## config.mk

```make
export PLATFORM = sky130hd
export DESIGN_NAME = muldiv_sequencer_flat
export DESIGN_NICKNAME = d
export VERILOG_FILES = /design/src/rtl/muldiv_pkg.sv /design/src/rtl/muldiv_sequencer_if.sv /design/src/rtl/muldiv_shift_core.sv /design/src/rtl/muldiv_sequencer.sv /design/src/flat_wrapper.sv
export SDC_FILE = /design/constraint.sdc
export NUM_CORES = 1
export LEC_CHECK = 0
export BUFFER_PORTS_ARGS = -buffer_cell sky130_fd_sc_hd__buf_2
export CAP_MARGIN = 5
export CORE_ASPECT_RATIO = 1.1
export CORE_MARGIN = 2
export CORE_UTILIZATION = 65
export CTS_BUF_LIST = sky130_fd_sc_hd__clkbuf_8
export DETAILED_ROUTE_END_ITERATION = 6
export PLACE_DENSITY_LB_ADDON = 0.08
export SYNTH_ARGS = -nofsm -noshare
export SYNTH_HDL_FRONTEND = slang
export SYNTH_SLANG_ARGS = --single-unit
```

## constraint.sdc

```tcl
create_clock -name clk -period 6 [get_ports clk]
set_input_delay 0 -clock clk [delete_from_list [all_inputs] [get_ports clk]]
set_output_delay 0 -clock clk [all_outputs]
set_load 0.1 [all_outputs]
```

## src/rtl/muldiv_pkg.sv

```systemverilog
// Shared ALU opcode constants, FSM state type and opcode decode helper
// for the multiply/divide sequencer.
package muldiv_pkg;

    localparam logic [2:0] ALUOP_MUL = 3'b010;
    localparam logic [2:0] ALUOP_DIV = 3'b011;

    typedef enum logic [1:0] {
        IDLE,
        BUSY,
        DONE
    } muldiv_state_t;

    function automatic logic is_muldiv(input logic [2:0] op);
        return (op == ALUOP_MUL) || (op == ALUOP_DIV);
    endfunction

endpackage

```

## src/rtl/muldiv_sequencer_if.sv

```systemverilog
// Execute-stage <-> multiply/divide sequencer bundle; the execute stage is
// the master, the sequencer is the slave.
interface muldiv_sequencer_if #(
    parameter int WIDTH = 16
);

    logic             start;
    logic [2:0]       alu_op;
    logic [WIDTH-1:0] op_a;
    logic [WIDTH-1:0] op_b;
    logic             flush;
    logic             stall;
    logic             busy;
    logic             done;
    logic [WIDTH-1:0] result_lo;
    logic [WIDTH-1:0] result_hi;
    logic             div_by_zero;

    modport master (
        output start, alu_op, op_a, op_b, flush,
        input  stall, busy, done, result_lo, result_hi, div_by_zero
    );

    modport slave (
        input  start, alu_op, op_a, op_b, flush,
        output stall, busy, done, result_lo, result_hi, div_by_zero
    );

endinterface

```

## src/rtl/muldiv_shift_core.sv

```systemverilog
// Datapath for one-bit-per-cycle shift-add multiply and restoring divide.
// acc_q is the WIDTH+1 bit accumulator / partial remainder, q_q the multiplier / quotient.
module muldiv_shift_core #(
    parameter int WIDTH = 16
) (
    input  logic             clk,
    input  logic             rst,
    input  logic             load_i,
    input  logic             step_i,
    input  logic             is_div_i,
    input  logic [WIDTH-1:0] a_i,
    input  logic [WIDTH-1:0] b_i,
    output logic [WIDTH-1:0] lo_o,
    output logic [WIDTH-1:0] hi_o
);

    logic [WIDTH:0]   acc_q, acc_d;
    logic [WIDTH-1:0] q_q, q_d;
    logic [WIDTH-1:0] b_q, b_d;
    logic [WIDTH:0]   mul_sum;
    logic [WIDTH:0]   div_shift;
    logic [WIDTH:0]   div_diff;

    // NOTE: every variable gets a default at the top of the block so no path leaves it unassigned (no latch).
    always_comb begin
        mul_sum   = acc_q + (q_q[0] ? {1'b0, b_q} : '0);
        div_shift = {acc_q[WIDTH-1:0], q_q[WIDTH-1]};
        div_diff  = div_shift - {1'b0, b_q};
        acc_d     = acc_q;
        q_d       = q_q;
        b_d       = b_q;
        if (load_i) begin
            acc_d = '0;
            q_d   = a_i;
            b_d   = b_i;
        end else if (step_i) begin
            if (is_div_i) begin
                // Partial remainder stays below the divisor, so the shifted value fits WIDTH+1 bits.
                if (div_shift >= {1'b0, b_q}) begin
                    acc_d = div_diff;
                    q_d   = {q_q[WIDTH-2:0], 1'b1};
                end else begin
                    acc_d = div_shift;
                    q_d   = {q_q[WIDTH-2:0], 1'b0};
                end
            end else begin
                acc_d = {1'b0, mul_sum[WIDTH:1]};
                q_d   = {mul_sum[0], q_q[WIDTH-1:1]};
            end
        end
    end

    // NOTE: state registers use non-blocking assignments so all flops update together at the edge.
    always_ff @(posedge clk or posedge rst) begin
        if (rst) begin
            acc_q <= '0;
            q_q   <= '0;
            b_q   <= '0;
        end else begin
            acc_q <= acc_d;
            q_q   <= q_d;
            b_q   <= b_d;
        end
    end

    assign lo_o = q_q;
    assign hi_o = acc_q[WIDTH-1:0];

endmodule

```

## src/rtl/muldiv_sequencer.sv

```systemverilog
// Multi-cycle multiply/divide sequencer with pipeline stall; define
// MULDIV_SIGNED_EN for two's-complement operands (default build is unsigned).
module muldiv_sequencer
    import muldiv_pkg::*;
#(
    parameter int WIDTH = 16
) (
    input  logic              clk,
    input  logic              rst,
    muldiv_sequencer_if.slave bus
);

    localparam int CNT_W = $clog2(WIDTH + 1);

    muldiv_state_t    state_q, state_d;
    logic [CNT_W-1:0] cnt_q, cnt_d;
    logic             div_q, div_d;
    logic             dbz_q, dbz_d;
    logic             dbz_flag_q, dbz_flag_d;
    logic [WIDTH-1:0] res_lo_q, res_lo_d;
    logic [WIDTH-1:0] res_hi_q, res_hi_d;
    logic             accept, load, step;
    logic             op_is_div, b_zero;
    logic [WIDTH-1:0] core_a, core_b, core_lo, core_hi;
    logic [WIDTH-1:0] fix_lo, fix_hi;

    assign op_is_div = (bus.alu_op == ALUOP_DIV);
    assign b_zero    = (bus.op_b == '0);
    assign accept    = (state_q == IDLE) && bus.start && !bus.flush && is_muldiv(bus.alu_op);

`ifdef MULDIV_SIGNED_EN
    logic sign_a, sign_b;
    logic neg_lo_q, neg_lo_d;
    logic neg_hi_q, neg_hi_d;

    assign sign_a = bus.op_a[WIDTH-1];
    assign sign_b = bus.op_b[WIDTH-1];

    // Divide-by-zero loads the raw dividend so it can be returned unchanged as the remainder.
    always_comb begin
        core_a   = sign_a ? -bus.op_a : bus.op_a;
        core_b   = sign_b ? -bus.op_b : bus.op_b;
        neg_lo_d = sign_a ^ sign_b;
        neg_hi_d = op_is_div ? sign_a : (sign_a ^ sign_b);
        if (op_is_div && b_zero) begin
            core_a   = bus.op_a;
            neg_lo_d = 1'b0;
            neg_hi_d = 1'b0;
        end
    end

    always_comb begin
        fix_lo = core_lo;
        fix_hi = core_hi;
        if (div_q) begin
            if (neg_lo_q) fix_lo = -core_lo;
            if (neg_hi_q) fix_hi = -core_hi;
        end else if (neg_lo_q) begin
            {fix_hi, fix_lo} = -{core_hi, core_lo};
        end
    end

    always_ff @(posedge clk or posedge rst) begin
        if (rst) begin
            neg_lo_q <= 1'b0;
            neg_hi_q <= 1'b0;
        end else if (accept) begin
            neg_lo_q <= neg_lo_d;
            neg_hi_q <= neg_hi_d;
        end
    end
`else
    assign core_a = bus.op_a;
    assign core_b = bus.op_b;
    assign fix_lo = core_lo;
    assign fix_hi = core_hi;
`endif

    muldiv_shift_core #(
        .WIDTH(WIDTH)
    ) u_core (
        .clk     (clk),
        .rst     (rst),
        .load_i  (load),
        .step_i  (step),
        .is_div_i(div_q),
        .a_i     (core_a),
        .b_i     (core_b),
        .lo_o    (core_lo),
        .hi_o    (core_hi)
    );

    always_comb begin
        state_d    = state_q;
        cnt_d      = cnt_q;
        div_d      = div_q;
        dbz_d      = dbz_q;
        dbz_flag_d = dbz_flag_q;
        res_lo_d   = res_lo_q;
        res_hi_d   = res_hi_q;
        load       = 1'b0;
        step       = 1'b0;
        unique case (state_q)
            IDLE: begin
                if (accept) begin
                    load       = 1'b1;
                    cnt_d      = CNT_W'(WIDTH);
                    div_d      = op_is_div;
                    dbz_d      = op_is_div && b_zero;
                    dbz_flag_d = 1'b0;
                    state_d    = BUSY;
                end
            end
            BUSY: begin
                if (bus.flush) begin
                    state_d = IDLE;
                end else if (dbz_q) begin
                    dbz_flag_d = 1'b1;
                    state_d    = DONE;
                end else begin
                    step  = 1'b1;
                    cnt_d = cnt_q - 1'b1;
                    if (cnt_q == CNT_W'(1)) state_d = DONE;
                end
            end
            DONE: begin
                // Final values are presented combinationally now and held from the next edge on.
                res_lo_d = dbz_q ? '1 : fix_lo;
                res_hi_d = dbz_q ? core_lo : fix_hi;
                state_d  = IDLE;
            end
            default: state_d = IDLE;
        endcase
    end

    always_ff @(posedge clk or posedge rst) begin
        if (rst) begin
            state_q    <= IDLE;
            cnt_q      <= '0;
            div_q      <= 1'b0;
            dbz_q      <= 1'b0;
            dbz_flag_q <= 1'b0;
            res_lo_q   <= '0;
            res_hi_q   <= '0;
        end else begin
            state_q    <= state_d;
            cnt_q      <= cnt_d;
            div_q      <= div_d;
            dbz_q      <= dbz_d;
            dbz_flag_q <= dbz_flag_d;
            res_lo_q   <= res_lo_d;
            res_hi_q   <= res_hi_d;
        end
    end

    assign bus.stall       = accept || (state_q == BUSY);
    assign bus.busy        = (state_q != IDLE);
    assign bus.done        = (state_q == DONE);
    assign bus.result_lo   = (state_q == DONE) ? res_lo_d : res_lo_q;
    assign bus.result_hi   = (state_q == DONE) ? res_hi_d : res_hi_q;
    assign bus.div_by_zero = dbz_flag_q;

endmodule

```

## src/flat_wrapper.sv

```systemverilog
// flat-port wrapper written by rule: the top's interface ports become plain ports
module muldiv_sequencer_flat import muldiv_pkg::*;
#(
    parameter int WIDTH = 16
)
  (clk, rst, bus_start, bus_alu_op, bus_op_a, bus_op_b, bus_flush, bus_stall, bus_busy, bus_done, bus_result_lo, bus_result_hi, bus_div_by_zero);
  muldiv_sequencer_if #(.WIDTH(WIDTH)) bus_i ();
  input  logic clk;
  input  logic rst;
  input wire logic [$bits(bus_i.start)-1:0] bus_start;
  input wire logic [$bits(bus_i.alu_op)-1:0] bus_alu_op;
  input wire logic [$bits(bus_i.op_a)-1:0] bus_op_a;
  input wire logic [$bits(bus_i.op_b)-1:0] bus_op_b;
  input wire logic [$bits(bus_i.flush)-1:0] bus_flush;
  output wire logic [$bits(bus_i.stall)-1:0] bus_stall;
  output wire logic [$bits(bus_i.busy)-1:0] bus_busy;
  output wire logic [$bits(bus_i.done)-1:0] bus_done;
  output wire logic [$bits(bus_i.result_lo)-1:0] bus_result_lo;
  output wire logic [$bits(bus_i.result_hi)-1:0] bus_result_hi;
  output wire logic [$bits(bus_i.div_by_zero)-1:0] bus_div_by_zero;
  assign bus_i.start = bus_start;
  assign bus_i.alu_op = bus_alu_op;
  assign bus_i.op_a = bus_op_a;
  assign bus_i.op_b = bus_op_b;
  assign bus_i.flush = bus_flush;
  assign bus_stall = bus_i.stall;
  assign bus_busy = bus_i.busy;
  assign bus_done = bus_i.done;
  assign bus_result_lo = bus_i.result_lo;
  assign bus_result_hi = bus_i.result_hi;
  assign bus_div_by_zero = bus_i.div_by_zero;
  muldiv_sequencer #(.WIDTH(WIDTH)) u_core (.clk(clk), .rst(rst), .bus(bus_i));
endmodule
```

# == Word level (Yosys, flattened, before mapping) ==
# Index checks and enable logic that the tools add are counted.
# totals
ramBits,0
word_cells,73
inputBits,39
rom_bits,0
latchBits,0
mem_count,0
reg_bits,91
# classes
shifts,0
order_cmp,1
eq_ne,10
n_div,0
reduce_logical,16
addsub,3
multipliers,0
n_bitwise,0
mux,33
# ops
cell,n
$mux W16,10
$mux W17,4
$add A17 B17 Y17,1
$ge A17 B16 Y1,1
$sub A17 B16 Y17,1
$logic_not A16 Y1,1
$mux W5,3
$pmux W5 S2,1
$mux W1,9
$mux W2,4
$reduce_and A4 Y1,2
$eq A3 B2 Y1 const B,2
$reduce_bool A2 Y1,3
$eq A5 B1 Y1 const B,1
$sub A5 B1 Y5 const B,1
$logic_and A1 B1 Y1,4
$ne A2 B1 Y1 const B,2
$ne A2 B2 Y1 const B,2
$ne A4 B2 Y1 const B,1
$pmux W2 S2,1
$reduce_and A2 Y1,2
$eq A2 B1 Y1 const B,1
$eq A2 B2 Y1 const B,1
$logic_not A2 Y1,1
3 further kinds,4

# == Logic depth before layout (Yosys ltp) ==
# Gate-level depths: netlist of the first run.
# depth
ltp_word,7
ltp_mapped,13
depth_no_buf,11

# == Cells and area by module ==
# Synthesis of the first run repeated with hierarchy kept, for this count alone.
# hier_totals
cells_unflattened,696
area_unflattened_um2,6128.4
# modules_own_cells
mod,seq_area_each_um2,n_inst,area_per_inst_um2,cells_each
muldiv_shift_core,1226.2,1,4199.0,501
muldiv_sequencer,1051.0,1,1929.4,195

# == Least setup slack after synthesis of the first run ==
# OpenSTA, ideal clock, no wires.
# synth_path
path_kind,register -> register
start,register u_core.dbz_q
end,register u_core.res_hi_q[10]
synth_period_minus_slack_ns,3.784
n_path_buf,2
path_stages_with_launch,5
setup_ns,0.353
slack_ns,2.216
arrival_time_ns,3.431
t_required_ns,5.647
cell_sequence,dfrtp_1 > clkbuf_1 > clkbuf_1 > mux2i_1 > o21ai_0
# synth_between
elab_chain_len,2
# synth_lines
element,line,rtl
start: declaration,muldiv_sequencer.sv:18,"logic dbz_q, dbz_d;"
start signal: assignment,muldiv_sequencer.sv:149,dbz_q <= dbz_d;
$mux W16,muldiv_sequencer.sv:129,res_hi_d = dbz_q ? core_lo : fix_hi;
$mux W16,muldiv_sequencer.sv:103,unique case (state_q)
end signal: assignment,muldiv_sequencer.sv:152,res_hi_q <= res_hi_d;
end: declaration,muldiv_sequencer.sv:21,"logic [WIDTH-1:0] res_hi_q, res_hi_d;"
# No other way between the ends.
# A chain may end at the register's enable or synchronous reset.

# == Worst setup path in the final report of the first run ==
# layout_path
start,register u_core.u_core.q_q[0] (netlist: u_core.u_core.lo_o[0])
end,register u_core.u_core.acc_q[13]
# layout_between
elab_chain_len,5
# layout_lines
element,line,rtl
start: declaration,muldiv_shift_core.sv:18,"logic [WIDTH-1:0] q_q, q_d;"
start signal: assignment,muldiv_shift_core.sv:61,q_q <= q_d;
$mux W16,muldiv_shift_core.sv:26,"mul_sum = acc_q + (q_q[0] ? {1'b0, b_q} : '0);"
$add A17 B17 Y17,muldiv_shift_core.sv:26,
$mux W17,muldiv_shift_core.sv:37,if (is_div_i) begin
$mux W17,muldiv_shift_core.sv:36,end else if (step_i) begin
$mux W17,muldiv_shift_core.sv:32,if (load_i) begin
end signal: assignment,muldiv_shift_core.sv:56,acc_q <= '0;
end signal: assignment,muldiv_shift_core.sv:60,acc_q <= acc_d;
end: declaration,muldiv_shift_core.sv:17,"logic [WIDTH:0] acc_q, acc_d;"
# No other way between the ends. The select of a mux whose other input is x is not followed.

==> results.cfg, run 1 <==
[outcome]
status = finished, final reports clean

[layout]
areaGrowthSynthToFinish_pct = 17.2
n_antenna_cell = 0
stdcell_area_mm2 = 0.00680
final_nets = 826
drive_above_1_share_pct = 14.2

[detailed_routing]
wire_per_inst_um = 19.3
routed.top_layer = met4
met3_length_um = 1110
firstDrtPassIters = 5
wl_met1_um = 7020
drt_iter0_drc = 305
vias = 5460
routed_wl_um = 16800
viasPerCell = 6.28
ant_nets = 0
drc = 0
met2_length_um = 8240

[critical_path]
crit_slowest_cell = dfrtp_1
cp_max_fo = 20
path_cells = and2_1 > ha_1 > inv_1 > fa_1 > nor2b_1 > o31a_1 > o211ai_1 > a21oi_1 > xor2_1 > a222oi_1 > o21ai_0
critPathCaptureType = flop
crit_path_max_incr_delay_ns = 0.72
crit_family = compound AO/OA/AOI/OAI gates
cp.buffers_inverters = 1
crit_type = reg -> reg
cp-start-kind = flop
crit_arrival_ns = 3.46
required_ns = 6.24

[power_and_ir_drop]
clkPwrFrac_pct = 14.9
ir_drop_mv = 0.286
p_leak_nw = 3.22
seqPwrFrac_pct = 32.4
p_comb_share_pct = 52.7
switching_share_pct = 47.1
switchingPower_w = 0.00143
pwr_density_cell_mw_per_mm2 = 448
power.internal_w = 0.00161

[synth]
ys_ff_latch = 91
synth_top_cell_by_area = dfrtp_1
yosysWarnings = 0
syn-cell-area_mm2 = 0.00580
yosysUniqueCellTypes = 57
synth_ff_type = dfrtp_1
synth-async-reset-ratio_pct = 100
synth-edff-count = 0
avgSynthCellArea_um2 = 8.83
yosys-top-cells-area = dfrtp_1 (39%), ha_1 (7.3%), mux2i_1 (7.2%), o21ai_0 (6.6%), nand2_1 (5.2%)
synth-seq-area-share_pct = 39.2
yosysTopAreaCellShare_pct = 39.2
syn_inst = 657
synth_nets = 732

[sta]
finalSetupViolCount = 0
slew_headroom_pct = 20.8
max_freq_ghz = 0.311
rsz0062_at_grt = false
fin_tns_setup_ns = 0
drv_slew = 0
min_period_ns = 3.22
hold_viol_final = 0
tightestPinTransition_ns = 1.19
period_share_pct = 53.6
skew_ns = 0.00687

[global_route]
overflow = 0
grt_pass1_vias = 5249
antenna_found_initial = 0
track_usage_pct = 35.6
grt_pass1_wl_um = 26500
grt_max_degree = 66

[placement]
gp_congestion = 1.00
post_dp_cell_area_mm2 = 0.00622
hpwl_um = 11200
port_buffers = 74

[cts]
insertion_delay_ns = 0.38
cts_max_level = 3
cts.clk_slew.worst_paths_ns = 0.09
cts_buffers = 9
clock_sinks = 91
hold_buffers = 37
cts_root_buffer = clkbuf_8
ctsResizeCount = 0
post_cts_buffers = 0
clock_path_buffers = 2
cts_tree = yes

[job]
cap_violations = 0

[floorplan]
dieArea_mm2 = 0.00970
io_pins = 75
rows = 36
coreArea_mm2 = 0.00878
die_w_um = 94.1
die_y_um = 103
start_util_pct = 66.1

[worst_hold_path]
hp-class = in -> reg
==> cells by family after synthesis <==
| kind of cell | count (synthesis) | share of synthesized area, % |
|---|---|---|
| AOI/OAI and AO/OA | 190 | 21.1 |
| muxes | 42 | 7.24 |
| xor gates and xnor gates | 21 | 3.17 |
| and+or+nand+nor | 216 | 16.8 |
| DFF | 91 | 39.2 |
| adders and majority gates | 36 | 8.02 |
| buffers and inverters | 61 | 4.38 |
==> placed cells by master (no fill, tap or decap), types with 3 or more instances in the layout <==
| cell | netlist | layout |
|---|---|---|
| inv_1 | 27 | 26 |
| o21ai_1 | 6 | 6 |
| and2_1 | 18 | 18 |
| o211ai_1 | 5 | 5 |
| a221oi_1 | 3 | 3 |
| nand3b_1 | 3 | 3 |
| mux2i_1 | 42 | 42 |
| a21oi_1 | 26 | 26 |
| a211oi_1 | 5 | 5 |
| or3_1 | 5 | 5 |
| clkbuf_8 | 0 | 10 |
| o21ai_0 | 76 | 76 |
| nand2_1 | 80 | 80 |
| or2_2 | 3 | 3 |
| a221o_1 | 12 | 12 |
| nor3_1 | 9 | 9 |
| xnor2_1 | 13 | 13 |
| a31oi_1 | 5 | 5 |
| a21o_1 | 6 | 6 |
| a211o_1 | 3 | 3 |
| nor4_1 | 8 | 8 |
| and3_1 | 4 | 4 |
| nor2_1 | 64 | 62 |
| nand3_1 | 10 | 10 |
| ha_1 | 34 | 34 |
| xor2_1 | 8 | 8 |
| o21a_1 | 9 | 9 |
| buf_2 | 1 | 74 |
| a22oi_1 | 10 | 10 |
| buf_4 | 0 | 6 |
| nand2b_1 | 6 | 5 |
| dlygate4sd3_1 | 0 | 37 |
| dfrtp_1 | 91 | 91 |
==> layout make-up <==
| type | instances | area, µm² |
|---|---|---|
| clock buffer | 10 | 138 |
| clock inverter | 6 | 71.3 |
| fill | 604 | 1980 |
| inverter | 27 | 103 |
| multi-input combinational | 505 | 3290 |
| sequential | 91 | 2280 |
| tap | 114 | 143 |
| timing repair buffer | 117 | 786 |
==> routing by layer <==
metal | vias up | GRT usage [%]
li1 | 2541 | -
met1 | 2639 | 45.6
met2 | 247 | 62.2
met3 | 33 | 5.04
met4 | 0 | 12.3
met5 | - | 0
==> power groups by stage <==
stage | clock (W) | combinational, W | sequential (W)
6_report | 0.000455 | 0.00160 | 0.000986
5_1_grt | 0.000483 | 0.00175 | 0.00100
4_1_cts | 0.000455 | 0.00157 | 0.000973
3_5_place_dp | 0 | 0.00154 | 0.000985
3_3_place_gp | 0 | 0.00151 | 0.000979
2_1_floorplan | 0 | 0.00129 | 0.000885
==> Yosys cell counts (all sizes together) (3+ instances only) <==
cell type / n
dfrtp: 91
o21ai: 83
nand2: 80
nor2: 64
mux2i: 42
ha: 34
clkbuf: 29
inv: 27
a21oi: 26
and2: 18
xnor2: 13
a221o: 12
a22oi: 10
nand3: 10
nor3: 9
o21a: 9
nor4: 8
xor2: 8
a21o: 6
nand2b: 6
a211oi: 5
a31oi: 5
buf: 5
o211ai: 5
or3: 5
and3: 4
or2: 4
a211o: 3
a221oi: 3
nand3b: 3
o311ai: 3
o31ai: 3
==> state kept, by name (all words and copies together), names as in the netlist <==
register                flops
u_core.bus.div_by_zero      1
u_core.div_q                1
u_core.res_lo_q            16
u_core.dbz_q                1
u_core.u_core.acc_q        17
u_core.u_core.lo_o         16
u_core.res_hi_q            16
u_core.state_q              2
u_core.u_core.b_q          16
u_core.cnt_q                5
==> metrics by stage <==
| stage | worst slack (ns) | total power [W] | instances | utilization (%) | hold WS, ns |
|---|---|---|---|---|---|
| final | 2.78 | 0.00304 | 870 | 77.5 | 0.204 |
| after global routing | 2.60 | 0.00324 | 870 | 77.5 | 0.252 |
| after CTS | 2.84 | 0.00300 | 870 | 77.5 | 0.209 |
| after detailed placement | 2.86 | 0.00253 | 817 | 70.9 | 0.112 |
| after global placement | 2.99 | 0.00249 | 817 | 70.9 | 0.0987 |
| after floorplan | 2.22 | 0.00218 | 657 | - | 0.105 |
==> worst min-delay path: stages <==
cell and delay [ns]:
buf_2 0.10, nand3_1 0.13, or2_2 0.25, nand2_1 0.07
==> path summary, 6_finish.rpt <==
| path | slack [ns] | endpoint | startpoint | depth (start not counted) |
|---|---|---|---|---|
| worst max-delay path | 2.78 | u_core.u_core.acc_q[13] | u_core.u_core.lo_o[0] | 11 |
| worst min-delay path | 0.20 | u_core.cnt_q[4] | bus_start | 4 |
| worst max register to register | 2.78 | u_core.u_core.acc_q[13] | u_core.u_core.lo_o[0] | 11 |
| worst min register to register | 0.50 | u_core.bus.div_by_zero | u_core.bus.div_by_zero | 2 |
| max in group asynchronous | 4.63 | u_core.res_hi_q[2] | rst | 4 |
| min in group asynchronous | 0.24 | u_core.cnt_q[3] | rst | 3 |
Note: power is estimated with default switching activity, not from simulation.
==> inputs of run 2 (changes only) <==
- ABC_AREA: unset -> 1
- CORE_UTILIZATION: 65 -> 61
- clock period: 6 -> 3.3 ns (I/O delays scaled with it)
==> results.cfg, run 2 <==
[outcome]
status = finished, final reports clean

[placement]
gp_congestion = 0.968
post_dp_cell_area_mm2 = 0.00685
port_buffers = 74
hpwl_um = 12800

[layout]
largest_reg_flops = 17
n_antenna_cell = 0
final_common_cell = nand2_1
final_core_util_pct = 72.3
fillers = 881
final_nets = 1093
stdcell_area_mm2 = 0.00744
top_register = u_core.u_core.acc_q
layout_common_cells = nand2_1 (273), inv_1 (110), nor2_1 (103), dfrtp_1 (91), buf_2 (74)
areaGrowthSynthToFinish_pct = 16.6
drive_above_1_share_pct = 13.6

[floorplan]
io_pins = 75
start_util_pct = 62.0
dieArea_mm2 = 0.0113
coreArea_mm2 = 0.0103
die_w_um = 102
rows = 39
die_y_um = 111

[job]
cap_violations = 0

[global_route]
grt_pass1_vias = 6153
grt_max_degree = 51
antenna_found_initial = 0
grt_pass1_wl_um = 30000
track_usage_pct = 33.5
overflow = 0

[synth]
ys_ff_latch = 91
synth_nets = 996
avgSynthCellArea_um2 = 6.93
yosysWarnings = 0
synth-edff-count = 0
syn_inst = 921
synth_ff_type = dfrtp_1
yosys-top-cells-area = dfrtp_1 (36%), nand2_1 (16%), ha_1 (6.7%), inv_1 (6.5%), nor2_1 (6.1%)
yosysMostFrequentCell = nand2_1
synth-async-reset-ratio_pct = 100
synth-seq-area-share_pct = 35.7
synth_top_cell_by_area = dfrtp_1
yosysTopAreaCellShare_pct = 35.7
yosys-top-cells-count = nand2_1 (273), inv_1 (111), nor2_1 (104)
syn-cell-area_mm2 = 0.00638
yosysUniqueCellTypes = 42

[critical_path]
required_ns = 3.61
cp_max_fo = 50
crit_arrival_ns = 3.24
critPathCaptureType = flop
crit_type = reg -> reg
cp-start-kind = flop

[detailed_routing]
ant_nets = 0
firstDrtPassIters = 6
vias = 6449
routed_wl_um = 18200
drc = 0
drt_iter0_drc = 478
viasPerCell = 5.53
wire_per_inst_um = 15.6

[cts]
cts.clk_slew.worst_paths_ns = 0.10
cts_root_buffer = clkbuf_8
cts_max_level = 3
clock_sinks = 91
cts_tree = yes
insertion_delay_ns = 0.38
cts_buffers = 9
post_cts_buffers = 0
clock_path_buffers = 2

[sta]
period_share_pct = 89.0
fin_tns_setup_ns = 0
rsz0062_at_grt = false
skew_ns = 0.0102
finalSetupViolCount = 0
min_period_ns = 2.94
slew_headroom_pct = 40.1
max_freq_ghz = 0.340
tightestPinTransition_ns = 0.898
drv_slew = 0
hold_viol_final = 0

[power_and_ir_drop]
pwr_density_cell_mw_per_mm2 = 899
ir_drop_mv = 0.465
p_leak_nw = 3.88
design_power_total_w = 0.00669

[worst_hold_path]
hp-class = in -> reg
-- run 2: cell types whose count changed after synthesis, sizes merged, moves of 12 or more --
cell / previous run / this run
nand2: 80 / 279
inv: 27 / 116
nand3: 10 / 61
nor2: 64 / 109
mux2i: 42 / 5
o21ai: 83 / 53
a21oi: 26 / 49
and2: 18 / 1
a31oi: 5 / 20
a221o: 12 / 0
buf: 5 / 17
clkbuf: 29 / 17
-- run 2: power breakdown --
group	internal [W]	leakage, nW	switching, W
clock network	0.000455	0.113	0.000446
registers	0.00146	1.16	0.000332
logic	0.00108	2.61	0.00292
-- run 2: routing by layer --
layer  wire length [µm]  GRT usage, %
met5                  0             0
met4                397          11.0
met3               1310          4.29
met2               8560          55.0
met1               7950          45.2
-- run 2: what timing repair did --
| item | 4_1_cts | 5_1_grt |
|---|---|---|
| hold endpoints to repair | 84 | 0 |
| resized for setup | 0 | 0 |
| hold buffers | 36 | 0 |
-- run 2: final cells by class --
class	count	area, µm²	area share [%]
Clock buffer	10	138	1.85
Clock inverter	6	93.8	1.26
Inverter	117	440	5.92
Multi-Input combinational cell	679	3510	47.1
Sequential cell	91	2280	30.6
Tap cell	143	179	2.40
Timing Repair Buffer	120	806	10.8
-- run 2: per-stage QoR --
step / hold WS [ns] / cells / worst slack, ns
2_1_floorplan: 0.110 / 921 / 0.0134
6_report: 0.220 / 1166 / 0.363
3_3_place_gp: 0.196 / 1114 / 0.883
5_1_grt: 0.273 / 1166 / 0.117
4_1_cts: 0.199 / 1166 / 0.411
3_5_place_dp: 0.215 / 1114 / 0.828
-- run 2: final timing paths --
path | startpoint | to | slack [ns] | depth (start not counted)
setup / recovery | u_core.state_q[1] | u_core.dbz_q | 0.36 | 8
hold / removal | bus_alu_op[1] | u_core.state_q[0] | 0.22 | 3
setup reg to reg | u_core.state_q[1] | u_core.dbz_q | 0.36 | 8
hold reg to reg | u_core.bus.div_by_zero | u_core.bus.div_by_zero | 0.50 | 2
max in group asynchronous | rst | u_core.res_lo_q[10] | 2.13 | 4
min in group asynchronous | rst | u_core.res_lo_q[2] | 0.34 | 3
-- run 2: cell families (layout without fill, tap and decap cells) --
family,after synthesis,after routing,synth area share [%]
simple gates,486,486,32.6
xor+xnor,8,8,1.10
buf+inv,151,253,9.47
flops,91,91,35.7
fa+ha+maj,36,36,7.29
mux,5,5,0.784
compound gates,144,144,13.1
-- run 2: worst max-delay path: stages (launching register included) --
cell           delay, ns
dfrtp_1             0.40
inv_1               0.11
nand2_1             0.09
inv_1               0.06
nand4_1             0.42
inv_2               0.82
nand3_1             0.19
dlygate4sd3_1       0.64
o21ai_1             0.13
==> inputs of run 3 (changes only) <==
- CORE_UTILIZATION: 61 -> 65
- clock period: 3.3 -> 3.7 ns (I/O delays scaled with it)
==> results.cfg, run 3 (same netlist as run 2, synthesis figures left out) <==
[outcome]
status = finished, final reports clean

[worst_hold_path]
holdPathEnd = u_core.state_q[0]
holdPathStages = 3
hp-class = in -> reg
hp-start = bus_alu_op[1]

[placement]
dp.cells = 1084
post_dp_cell_area_mm2 = 0.00679
gp_congestion = 0.938
hpwl_um = 13300
port_buffers = 74

[cts]
cts.clk_slew.worst_paths_ns = 0.10
cts_buffers = 9
post_cts_buffers = 0
clock_sinks = 91
hold_buffers = 36
clock_path_buffers = 2
cts_max_level = 3
cts_root_buffer = clkbuf_8
insertion_delay_ns = 0.37
cts_tree = yes
ctsResizeCount = 0

[detailed_routing]
drc = 0
ant_nets = 0
vias = 6570
routed_wl_um = 18200
firstDrtPassIters = 6
viasPerCell = 5.78
drt_iter0_drc = 568
wire_per_inst_um = 16.0

[critical_path]
crit_type = reg -> reg
crit_path_max_incr_delay_ns = 0.77
critPathCaptureType = flop
reg2reg_to = u_core.dbz_q
crit_arrival_ns = 3.08
path_cells = inv_1 > nand2_1 > inv_1 > nand4_1 > inv_2 > nand3_1 > dlygate4sd3_1 > o21ai_1
r2r-start = u_core.state_q[1]
r2r_slack_ns = 0.92
crit_top_cell = inv_1
cp_max_fo = 50
reg2regPathDepth = 8
required_ns = 4.00
cp-start-kind = flop
crit_slowest_cell = inv_2

[layout]
layoutNonFillerInstCount = 1136
final_common_cell = nand2_1
final_core_util_pct = 77.8
layout_common_cells = nand2_1 (273), inv_1 (110), nor2_1 (103), dfrtp_1 (91), buf_2 (74)
largest_reg_flops = 17
top_register = u_core.u_core.acc_q
areaGrowthSynthToFinish_pct = 15.2
n_antenna_cell = 0
stdcell_area_mm2 = 0.00735
drive_above_1_share_pct = 13.2
final_nets = 1089
fillers = 706

[power_and_ir_drop]
ir_drop_mv = 0.371
p_leak_nw = 3.85
pwr_density_cell_mw_per_mm2 = 807

[sta]
skew_ns = 0.00991
tightestPinTransition_ns = 1.10
slew_headroom_pct = 26.5
finalSetupViolCount = 0
fin_tns_setup_ns = 0
hold_viol_final = 0
min_period_ns = 2.78
max_freq_ghz = 0.360
drv_slew = 0
period_share_pct = 75.1
rsz0062_at_grt = false
holdWs_ns = 0.201

[global_route]
grt_pass1_vias = 6375
overflow = 0
grt_pass1_wl_um = 30400
grt_max_degree = 66
antenna_found_initial = 0
track_usage_pct = 35.6

[floorplan]
die_w_um = 98.5
die_y_um = 108
rows = 37
io_pins = 75
start_util_pct = 67.6
coreArea_mm2 = 0.00944
dieArea_mm2 = 0.0106

[job]
cap_violations = 0
-- run 3: changes by cell type in the layout (fill, tap and decap cells not counted) --
cell | previous run | this run
clkinv_4 | 1 | 0
inv_6 | 2 | 1
buf_4 | 10 | 6
clkinv_2 | 1 | 3
clkinvlp_4 | 1 | 2
bufinv_16 | 2 | 1
-- run 3: stage by stage --
stage               worst slack (ns)  power (W)
global route                   0.603    0.00632
global placement                1.12    0.00504
CTS                            0.960    0.00587
finish                         0.920    0.00593
floorplan                      0.413    0.00444
detailed placement             0.984    0.00514
-- run 3: cell type report --
class | instances | area [µm²] | area share [%]
Clock inverter | 6 | 63.8 | 0.868
Tap cell | 117 | 146 | 1.99
Sequential cell | 91 | 2280 | 31.0
Timing Repair Buffer | 116 | 776 | 10.6
Multi-Input combinational cell | 679 | 3510 | 47.7
Inverter | 117 | 440 | 5.99
Clock buffer | 10 | 138 | 1.87
-- run 3: per-layer routing --
| metal | global-route usage, % | wire length (µm) | up-vias |
|---|---|---|---|
| met3 | 4.55 | 1430 | 49 |
| met4 | 15.3 | 565 | 0 |
| met2 | 60.1 | 8770 | 313 |
| li1 | - | - | 3161 |
| met1 | 46.3 | 7460 | 3047 |
| met5 | 0 | 0 | - |
-- run 3: critical path: cells and delay by family, from the launching register on --
| family | cells | cell delay, ns |
|---|---|---|
| AOI/OAI and AO/OA | 1 | 0.15 |
| and+or+nand+nor | 3 | 0.62 |
| buffers and inverters | 4 | 1.55 |
| DFF | 1 | 0.39 |
-- run 3: how the worst max path moves through the flow --
stage                                      from                 endpoint  slack (ns)  cells past startpoint
after floorplan               u_core.state_q[0]       u_core.res_lo_q[0]        0.41                      4
after global routing      u_core.u_core.lo_o[0]  u_core.u_core.acc_q[13]        0.60                     17
final                         u_core.state_q[1]             u_core.dbz_q        0.92                      8
after detailed placement  u_core.u_core.lo_o[0]   u_core.u_core.acc_q[5]        0.98                     13
after CTS                 u_core.u_core.lo_o[0]   u_core.u_core.acc_q[5]        0.96                     13
after global placement    u_core.u_core.lo_o[0]   u_core.u_core.acc_q[5]        1.12                     13
-- run 3: where the power goes --
| part | total (W) | switching [W] | internal [W] |
|---|---|---|---|
| sequential | 0.00163 | 0.000325 | 0.00130 |
| clock | 0.000701 | 0.000370 | 0.000331 |
| combinational | 0.00360 | 0.00264 | 0.000964 |
